File: src/rtl/axis_fifo_counted.sv
// axis_fifo_counted: first-word-fall-through AXI-Stream FIFO of arbitrary depth.
// It reports occupancy and has threshold-programmable almost_full/almost_empty flags.
// Optional feature macro: AXIS_FIFO_FLUSH_EN adds the flush input.
// When it is defined, flush discards all contents at the next edge.
module axis_fifo_counted #(
  parameter int DATA_WIDTH             = 32,
  parameter int FIFO_DEPTH             = 16,
  parameter int ALMOST_FULL_THRESHOLD  = FIFO_DEPTH - 2,
  parameter int ALMOST_EMPTY_THRESHOLD = 1
) (
  input  logic                               clk,
  input  logic                               rst,
  input  logic                               input_valid,
  output logic                               input_ready,
  input  logic [DATA_WIDTH-1:0]              input_data,
  output logic                               output_valid,
  input  logic                               output_ready,
  output logic [DATA_WIDTH-1:0]              output_data,
  output logic [$clog2(FIFO_DEPTH+1)-1:0]    occupancy,
  output logic                               almost_full,
  output logic                               almost_empty
`ifdef AXIS_FIFO_FLUSH_EN
  ,
  input  logic                               flush
`endif
);
  localparam int OCC_W = $clog2(FIFO_DEPTH + 1);
  localparam int PTR_W = (FIFO_DEPTH > 1) ? $clog2(FIFO_DEPTH) : 1;
  localparam logic [OCC_W-1:0] DEPTH_C = OCC_W'(FIFO_DEPTH);
  localparam logic [OCC_W-1:0] AF_C    = OCC_W'(ALMOST_FULL_THRESHOLD);
  localparam logic [OCC_W-1:0] AE_C    = OCC_W'(ALMOST_EMPTY_THRESHOLD);
  localparam logic [PTR_W-1:0] LAST_C  = PTR_W'(FIFO_DEPTH - 1);

  // Bad configurations stop elaboration rather than build a broken FIFO.
  if (FIFO_DEPTH < 2) begin : g_bad_depth
    $fatal(1, "axis_fifo_counted: FIFO_DEPTH must be >= 2");
  end
  if (ALMOST_FULL_THRESHOLD < 1 || ALMOST_FULL_THRESHOLD > FIFO_DEPTH) begin : g_bad_af
    $fatal(1, "axis_fifo_counted: ALMOST_FULL_THRESHOLD out of range 1..FIFO_DEPTH");
  end
  if (ALMOST_EMPTY_THRESHOLD < 0 || ALMOST_EMPTY_THRESHOLD > FIFO_DEPTH - 1) begin : g_bad_ae
    $fatal(1, "axis_fifo_counted: ALMOST_EMPTY_THRESHOLD out of range 0..FIFO_DEPTH-1");
  end

  logic [DATA_WIDTH-1:0] mem [FIFO_DEPTH];
  logic [PTR_W-1:0]      wr_ptr, rd_ptr;
  logic [OCC_W-1:0]      occ;
  logic                  flush_act;
  logic                  wr_fire, rd_fire;

`ifdef AXIS_FIFO_FLUSH_EN
  assign flush_act = flush;
`else
  assign flush_act = 1'b0;
`endif

  // A flush cycle blocks both handshakes, so nothing moves while contents are dropped.
  // There is no full-bypass: a full FIFO refuses a write even if a read happens in the same cycle.
  assign input_ready  = !rst && !flush_act && (occ < DEPTH_C);
  assign output_valid = !flush_act && (occ != '0);
  assign output_data  = output_valid ? mem[rd_ptr] : '0;
  assign wr_fire      = input_valid && input_ready;
  assign rd_fire      = output_valid && output_ready;

  // Flags are derived from registered occupancy only, so they cannot glitch within a cycle.
  assign occupancy    = occ;
  assign almost_full  = (occ >= AF_C);
  assign almost_empty = (occ <= AE_C);

  // Storage write. It is not reset, because stale contents are never visible past occupancy.
  always_ff @(posedge clk) begin
    if (wr_fire) mem[wr_ptr] <= input_data;
  end

  // Pointers wrap explicitly at FIFO_DEPTH-1, which allows depths that are not a power of two.
  always_ff @(posedge clk) begin
    if (rst || flush_act) begin
      wr_ptr <= '0;
      rd_ptr <= '0;
      occ    <= '0;
    end else begin
      if (wr_fire) wr_ptr <= (wr_ptr == LAST_C) ? '0 : wr_ptr + 1'b1;
      if (rd_fire) rd_ptr <= (rd_ptr == LAST_C) ? '0 : rd_ptr + 1'b1;
      case ({wr_fire, rd_fire})
        2'b10:   occ <= occ + 1'b1;
        2'b01:   occ <= occ - 1'b1;
        default: occ <= occ;
      endcase
    end
  end
endmodule

File: config.mk
export PLATFORM = sky130hd
export DESIGN_NAME = axis_fifo_counted
export DESIGN_NICKNAME = d
export VERILOG_FILES = /design/src/rtl/axis_fifo_counted.sv
export SDC_FILE = /design/constraint.sdc
export NUM_CORES = 1
export LEC_CHECK = 0
export ABC_AREA = 1
export BUFFER_PORTS_ARGS = -buffer_cell sky130_fd_sc_hd__buf_2
export CELL_PAD_IN_SITES_DETAIL_PLACEMENT = 0
export CELL_PAD_IN_SITES_GLOBAL_PLACEMENT = 1
export CORE_MARGIN = 5
export CORE_UTILIZATION = 54
export DETAILED_ROUTE_END_ITERATION = 8
export PLACE_DENSITY = 0.93
export SLEW_MARGIN = 10
export SYNTH_ARGS = -nofsm -noshare
export SYNTH_HDL_FRONTEND = slang
export SYNTH_SLANG_ARGS = --single-unit
File: constraint.sdc
create_clock -name clk -period 6.1 [get_ports clk]
set_input_delay 1.525 -clock clk [delete_from_list [all_inputs] [get_ports clk]]
set_output_delay 1.525 -clock clk [all_outputs]
set_load 0.01 [all_outputs]
==> out/results.tsv, run 1 <==
stage	metric	value	unit
outcome	status	complete, no violations	
grt	grt_pass1_wl	84070	um
flow_run	cap_violations	0	
grt	grt_pass1_vias	14740	
worst_setup_path	reg2reg_depth	6	
final_layout	diodes	0	
timing	fmax	213.0	MHz
synth	synth-edff-count	512	
timing	tightest_slew	1.280	ns
timing	relSlewSlack	0.1444	
synth	syn-num-nets	2181	
timing	setup_viol	0	
timing	skew	0.01372	ns
synth	synthTopCellsByCount	788 x nand2_1, 512 x edfxtp_1, 326 x nand3_1, 278 x inv_1	
synth	synthMuxAreaShare	0	
final_layout	synthToLayoutAreaGrowth	10.42	%
grt	grt.overflow.total	0	
timing	fin_crit	4.696	ns
worst_setup_path	cp-end-kind	primary output	
synth	synth_top_family_by_area	simple AND/OR/NAND/NOR gates	
clock_network	insertion_delay	0.58	ns
worst_setup_path	reg2reg_to	mem[8][23]	
worst_setup_path	path_common_cell	nand2_1	
routing	routed.top_layer	met5	
power	total_leakage_power	0.01027	uW
routing	drt-met1-wl	21790	um
synth	ys_types	27	
worst_setup_path	arrival	3.17	ns
worst_setup_path	cp_slowest_cell	inv_6	
routing	vias	15120	
routing	dr.pass1.iters	6	
hold_path	holdPathEnd	wr_ptr[2]	
timing	setup_tns	0	ns
timing	hold_viol	0	
worst_setup_path	crit_type	flop to primary output	
routing	antenna_left	0	
synth	synth_compound_area_frac	0.01199	
synth	yosys-top-cells-area	edfxtp_1 68%, nand2_1 13%, nand3_1 7.2%	
synth	seq_area_frac_synth	0.6940	
place	numPortBuffers	76	
worst_setup_path	rrSetupSlack	3.43	ns
grt	grt_max_degree	88	
clock_network	ctsResizeCount	0	
timing	report.final.slew_viol_count	0	
grt	grt_usage	0.2327	
final_layout	drive_gt1_frac	0.08727	
hold_path	hp-start	wr_ptr[2]	
clock_network	cts_buffer_depth	3	
final_layout	multi_input_area	5276	um^2
synth	ys.flop_type	edfxtp_1	
power	power_density	396.9	nW/um^2
worst_setup_path	critical_path.startpoint_type	flop	
clock_network	postCtsSetupBuffers	0	
routing	routed_via_density	5.476	
synth	yosys_warnings	0	
worst_setup_path	critical_path.top_delay_family	buffers and inverters	
routing	wire_per_inst	19.69	um
die	ios	77	
clock_network	htree_levels	2	
timing	worst_slack	1.404	ns
clock_network	clock_sinks	529	
clock_network	root_buffer	clkbuf_16	
die	rows	75	
synth	yosys.area_share.adder	0.005525	
synth	synth-async-reset-ratio	0	
timing	finalCritPeriodShare	0.7698	
worst_setup_path	rr_startpoint	occupancy[4]	
synth	synth_top_cell_area_share	0.6790	
worst_setup_path	slowest_delay	0.53	ns
die	die_area	46130	um^2
grt	antenna_found_initial	4	
clock_network	cts_made_buffers	51	
synth	synth_xor_area_frac	0.0003868	
timing	rsz0062_at_grt	false	
synth	yosysTopAreaCell	edfxtp_1	
synth	yosysMostFrequentCell	nand2_1	
worst_setup_path	crit_required	4.58	ns
synth	syn_area	22640	um^2
die	die_x	214.8	um
die	core_area	41760	um^2
synth	synth-seq-cells	529	
worst_setup_path	critPathBufInv	3	
die	die_y	214.8	um
place	globalplace.congestion	0.7943	
worst_setup_path	worstPathMaxFanout	87	
routing	wl_met3	5048	um
power	peakVddDrop	250.8	uV
clock_network	clk_pin_slew_worst_paths	0.06	ns
place	place_hpwl	29260	um
hold_path	hp-class	flop to flop	
synth	synthSimpleGateAreaFrac	0.2098	
worst_setup_path	crit_chain	inv_6, buf_4, nand2_1, nand2_1, nand2_1, nand3_1, nand3_1, a21oi_1, buf_2	
clock_network	tritoncts	built	
die	initial_core_util	0.5423	
routing	drcViolationCount	0	
routing	drtIter0Drc	1487	
final_layout	nNetsFinal	2233	
final_layout	seq_area	15730	um^2
final_layout	fillCellCount	3251	
routing	wl	54370	um
synth	syn_avg_cell_area	10.61	um^2
routing	dr_wl_met2	25700	um
hold_path	worst_hold_path.num_cells	2	
synth	syn_inst	2135	
place	dp_slack	2.061	ns
clock_network	cts-hold-fix-buffers	0	
==> worst reg2reg max path: cells and delay by family, from the launching register on <==
| kind | cells | cell delay, ns |
|---|---|---|
| flops | 1 | 0.35 |
| buf+inv | 2 | 0.57 |
| simple gates | 4 | 1.43 |
==> how the worst max path moves through the flow <==
stage / from / end / slack, ns / depth (start not counted)
3_5_place_dp: flop / output_data[3] / 2.06 / 9
3_3_place_gp: flop / output_data[21] / 2.09 / 9
2_1_floorplan: rst / mem[0][0] / 2.04 / 6
6_report: flop / output_data[3] / 1.40 / 9
5_1_grt: flop / output_data[1] / 1.23 / 9
4_1_cts: flop / output_data[3] / 1.44 / 9
==> cell usage in the layout (no fill, tap or decap) <==
cell,n
clkinv_1,13
clkinv_2,6
nor2_1,16
nand3_1,326
dfxtp_2,2
clkbuf_1,14
nor2_4,16
buf_16,3
nand2_1,788
xor2_1,1
nor3_1,3
dfxtp_1,13
o22ai_1,1
bufinv_16,3
buf_4,26
a21oi_1,42
inv_6,1
ha_1,10
o21ai_0,8
nand3b_1,1
nand4_1,1
inv_4,1
buf_12,3
buf_2,76
clkinvlp_4,1
and3_1,1
inv_1,276
clkbuf_16,53
inv_2,1
o21a_1,1
edfxtp_1,512
dfxtp_4,2
a211oi_1,1
nor4_1,1
==> report_power, final <==
part,internal (uW),switching [uW],total (uW)
Clock,1700,1280,2990
Combinational,802,1970,2770
Sequential,4050,118,4170
==> layout make-up <==
| class | instances | share of cell area |
|---|---|---|
| flip-flops and latches | 529 | 0.6289 |
| multi-input cells | 1217 | 0.2110 |
| clock buffers | 67 | 0.05514 |
| inverters | 280 | 0.04233 |
| repair buffers | 108 | 0.02872 |
| well taps | 539 | 0.02697 |
| clock inverters | 22 | 0.006906 |
==> cell families (layout without fill, tap and decap cells) <==
kind of cell	count (synthesis)	in the layout
AOI/OAI and AO/OA	53	53
DFF	529	529
buffers and inverters	389	477
xor gates and xnor gates	1	1
and+or+nand+nor	1153	1153
adders and majority gates	10	10
==> sequential cells by signal (all words and copies together) (netlist names), named ones only <==
signal     cells
rd_ptr         4
occupancy      5
wr_ptr         4
mem          512
==> per-stage QoR <==
| stage | utilization | hold slack [ns] | std cells | area (um^2) | power, uW |
|---|---|---|---|---|---|
| after floorplan | - | 0.4619 | 2135 | 22640 | 6215 |
| after global placement | 0.5587 | 0.4868 | 2668 | 23330 | 6935 |
| after detailed placement | 0.5610 | 0.4929 | 2672 | 23430 | 6977 |
| after CTS | 0.5981 | 0.5019 | 2761 | 24980 | 9943 |
| after global routing | 0.5988 | 0.5488 | 2762 | 25000 | 10430 |
| final | 0.5988 | 0.4941 | 2762 | 25000 | 9924 |
==> routing by layer <==
metal / up-vias / global-route usage
met2: 713 / 0.3790
li1: 7095 / -
met4: 8 / 0.07752
met1: 7181 / 0.3158
met5: - / 0
met3: 127 / 0.04996
(Power assumes the default switching activity.)
==> run 2: changes to the inputs <==
- ABC_AREA: 1 -> 0
- CORE_UTILIZATION: 54 -> 49
- PLACE_DENSITY: 0.93 -> 0.83
- clock period: 6.1 -> 3.9 ns (I/O delays scaled with it)
==> out/results.tsv, run 2 <==
stage	metric	value	unit	change
outcome	status	complete, no violations		unchanged
synth	synth_top_cell_area_share	0.7574		was 0.6790
timing	finalCritPeriodShare	0.9533		
grt	antenna_found_initial	1		was 4
grt	grt_max_degree	57		was 88
die	die_area	45600	um^2	was 46130 um^2
clock_network	tritoncts	built		unchanged
routing	drcViolationCount	0		unchanged
clock_network	insertion_delay	0.57	ns	was 0.58 ns
synth	yosysMostFrequentCell	edfxtp_1		was nand2_1
worst_setup_path	arrival	2.74	ns	was 3.17 ns
timing	fin_crit	3.718	ns	
clock_network	root_buffer	clkbuf_16		unchanged
grt	grt_usage	0.1851		was 0.2327
synth	syn_inst	902		was 2135
timing	fmax	269.0	MHz	
final_layout	fillCellCount	2900		was 3251
timing	tightest_slew	0.7222	ns	was 1.280 ns
power	seqPwrFrac	0.461		was 0.420
worst_setup_path	crit_required	2.92	ns	was 4.58 ns
final_layout	largest_register_ff_count	512		unchanged
timing	worst_slack	0.1820	ns	was 1.404 ns
synth	syn_avg_cell_area	22.50	um^2	was 10.61 um^2
place	place_hpwl	23620	um	was 29260 um
power	peakVddDrop	325.7	uV	was 250.8 uV
routing	wl	41710	um	was 54370 um
grt	grt.overflow.total	0		unchanged
worst_setup_path	cp_slowest_cell	dfxtp_1		was inv_6
final_layout	diodes	0		unchanged
final_layout	nNetsFinal	1077		was 2233
routing	dr.pass1.iters	5		was 6
timing	skew	0.01606	ns	was 0.01372 ns
power	total_leakage_power	0.007398	uW	was 0.01027 uW
final_layout	final_area	23440	um^2	was 25000 um^2
timing	setup_viol	0		unchanged
synth	seq_area_frac_synth	0.7742		was 0.6940
timing	setup_tns	0	ns	unchanged
routing	antenna_left	0		unchanged
clock_network	clk_pin_slew_worst_paths	0.06	ns	about the same
power	swShare	0.2511		was 0.3392
timing	hold_viol	0		unchanged
place	dp_slack	0.6521	ns	was 2.061 ns
die	die_y	213.5	um	was 214.8 um
timing	rsz0062_at_grt	false		unchanged
die	rows	74		was 75
clock_network	htree_levels	2		unchanged
place	numPortBuffers	76		unchanged
worst_setup_path	worstPathMaxFanout	11		was 87
power	p_int	10460	uW	was 6557 uW
power	power	13970	uW	was 9924 uW
worst_setup_path	crit_type	flop to primary output		unchanged
routing	vias	9557		was 15120
synth	ys.flop_type	edfxtp_1		unchanged
power	power_density	596.1	nW/um^2	was 396.9 nW/um^2
worst_setup_path	path_common_cell	buf_4		was nand2_1
timing	relSlewSlack	0.5179		was 0.1444
synth	ys_types	41		was 27
clock_network	cts_made_buffers	52		was 51
synth	yosys-top-cells-area	edfxtp_1 76%, mux4_2 14%, mux2i_1 1.8%		was edfxtp_1 68%, nand2_1 13%, nand3_1 7.2%
synth	yosysTopAreaCell	edfxtp_1		unchanged
synth	synth-async-reset-ratio	0		unchanged
die	core_area	40920	um^2	was 41760 um^2
synth	synth-seq-cells	529		unchanged
synth	yosys_warnings	0		unchanged
die	initial_core_util	0.4960		was 0.5423
synth	syn_area	20300	um^2	was 22640 um^2
final_layout	drive_gt1_frac	0.3274		was 0.08727
power	p_sw	3508	uW	was 3366 uW
final_layout	largest_register	mem		unchanged
worst_setup_path	slowest_delay	0.45	ns	was 0.53 ns
worst_setup_path	critical_path.startpoint_type	flop		unchanged
grt	grt_pass1_wl	63290	um	was 84070 um
worst_setup_path	crit_chain	inv_1, ha_1, nor4b_4, buf_4, nor3b_4, buf_4, a22oi_1, o21ai_0, buf_2		was inv_6, buf_4, nand2_1, nand2_1, nand2_1, nand3_1, nand3_1, a21oi_1, buf_2
synth	synthTopCellsByCount	512 x edfxtp_1, 126 x mux4_2, 36 x mux2i_1, 25 x buf_2, 19 x nor3_1		was 788 x nand2_1, 512 x edfxtp_1, 326 x nand3_1, 278 x inv_1
timing	whs	0.4955	ns	was 0.4941 ns
routing	wire_per_inst	25.96	um	was 19.69 um
timing	report.final.slew_viol_count	0		unchanged
synth	synth-edff-count	512		unchanged
die	die_x	213.5	um	was 214.8 um
clock_network	cts_buffer_depth	3		unchanged
place	globalplace.congestion	0.7531		was 0.7943
routing	routed_via_density	5.947		was 5.476
die	ios	77		unchanged
final_layout	synthToLayoutAreaGrowth	15.47	%	was 10.42%
final_layout	final_cell_mix	512 x edfxtp_1, 126 x mux4_2, 76 x buf_2, 54 x clkbuf_16, 36 x mux2i_1		was 788 x nand2_1, 512 x edfxtp_1, 326 x nand3_1, 276 x inv_1, 76 x buf_2
power	clkPwrFrac	0.355		was 0.301
grt	grt_pass1_vias	10130		was 14740
clock_network	clock_sinks	529		unchanged
synth	syn-num-nets	948		was 2181
hold_path	hp-class	flop to flop		unchanged
flow_run	cap_violations	0		unchanged
power	p_comb_frac	0.185		was 0.279
worst_setup_path	cp-end-kind	primary output		unchanged
place	dpl_cell_area	21660	um^2	was 23430 um^2
clock_network	cts-hold-fix-buffers	0		unchanged
routing	drtIter0Drc	1159		was 1487
final_layout	mostFrequentLayoutCell	edfxtp_1		was nand2_1
run 2: path summary, 6_finish.rpt:
| check | cells after the start | from | slack, ns | end |
|---|---|---|---|---|
| max | 9 | occupancy[0] | 0.18 | output_data[9] |
| min | 2 | rd_ptr[1] | 0.50 | flop |
| max reg2reg | 13 | occupancy[0] | 0.98 | occupancy[3] |
| min reg2reg | 2 | rd_ptr[1] | 0.50 | flop |
run 2: layer usage:
layer,share of wire,track usage,wire [um],up-vias
li1,-,-,-,4099
met1,0.40,0.2659,16670,5005
met2,0.50,0.3040,21050,397
met3,0.079,0.03365,3305,54
met4,0.016,0.04123,682,2
met5,0.00017,0,7,-
run 2: repair_timing:
| item | 4_1_cts | 5_1_grt |
|---|---|---|
| buffers inserted | 0 | 5 |
| endpoints found under the hold margin | 0 | 0 |
| endpoints found under the setup margin | 0 | 31 |
| gates resized for setup | 0 | 6 |
run 2: cells by family (layout without fill, tap and decap cells):
logic type,count (synthesis),after routing,share of synthesized area
adders and majority gates,10,10,0.006164
AOI/OAI and AO/OA,67,67,0.02373
muxes,163,163,0.1581
and+or+nand+nor,74,74,0.02182
xor gates and xnor gates,6,6,0.002589
buffers and inverters,53,226,0.01338
DFF,529,529,0.7742
run 2: metrics by stage:
step | instances | util
finish | 1607 | 0.5727
global route | 1607 | 0.5727
CTS | 1601 | 0.5706
detailed placement | 1503 | 0.5292
global placement | 1503 | 0.5292
floorplan | 902 | -
run 2: area by class of cell:
| cell class | instances | area (um^2) | area share |
|---|---|---|---|
| Multi-Input combinational cell | 320 | 4355 | 0.1858 |
| Timing Repair Buffer | 121 | 973.4 | 0.04153 |
| Tap cell | 532 | 665.6 | 0.02840 |
| Inverter | 7 | 26.28 | 0.001121 |
| Sequential cell | 529 | 15730 | 0.6710 |
| Clock buffer | 71 | 1394 | 0.05947 |
| Clock inverter | 27 | 297.8 | 0.01270 |
run 2: power by group through the flow:
stage                     combinational, uW  sequential, uW  clock [uW]
after floorplan                        1610            6480           0
after global placement                 2390            6550           0
after detailed placement               2420            6560           0
after CTS                              2430            6440        5030
after global routing                   2780            6450        5300
final                                  2580            6440        4960
run 2: worst max-delay path, delay by kind of cell, from the launching register on:
kind | cells | cell delay (ns)
fa+ha+maj | 1 | 0.22
simple gates | 2 | 0.48
flops | 1 | 0.45
compound gates | 2 | 0.24
buf+inv | 4 | 0.78
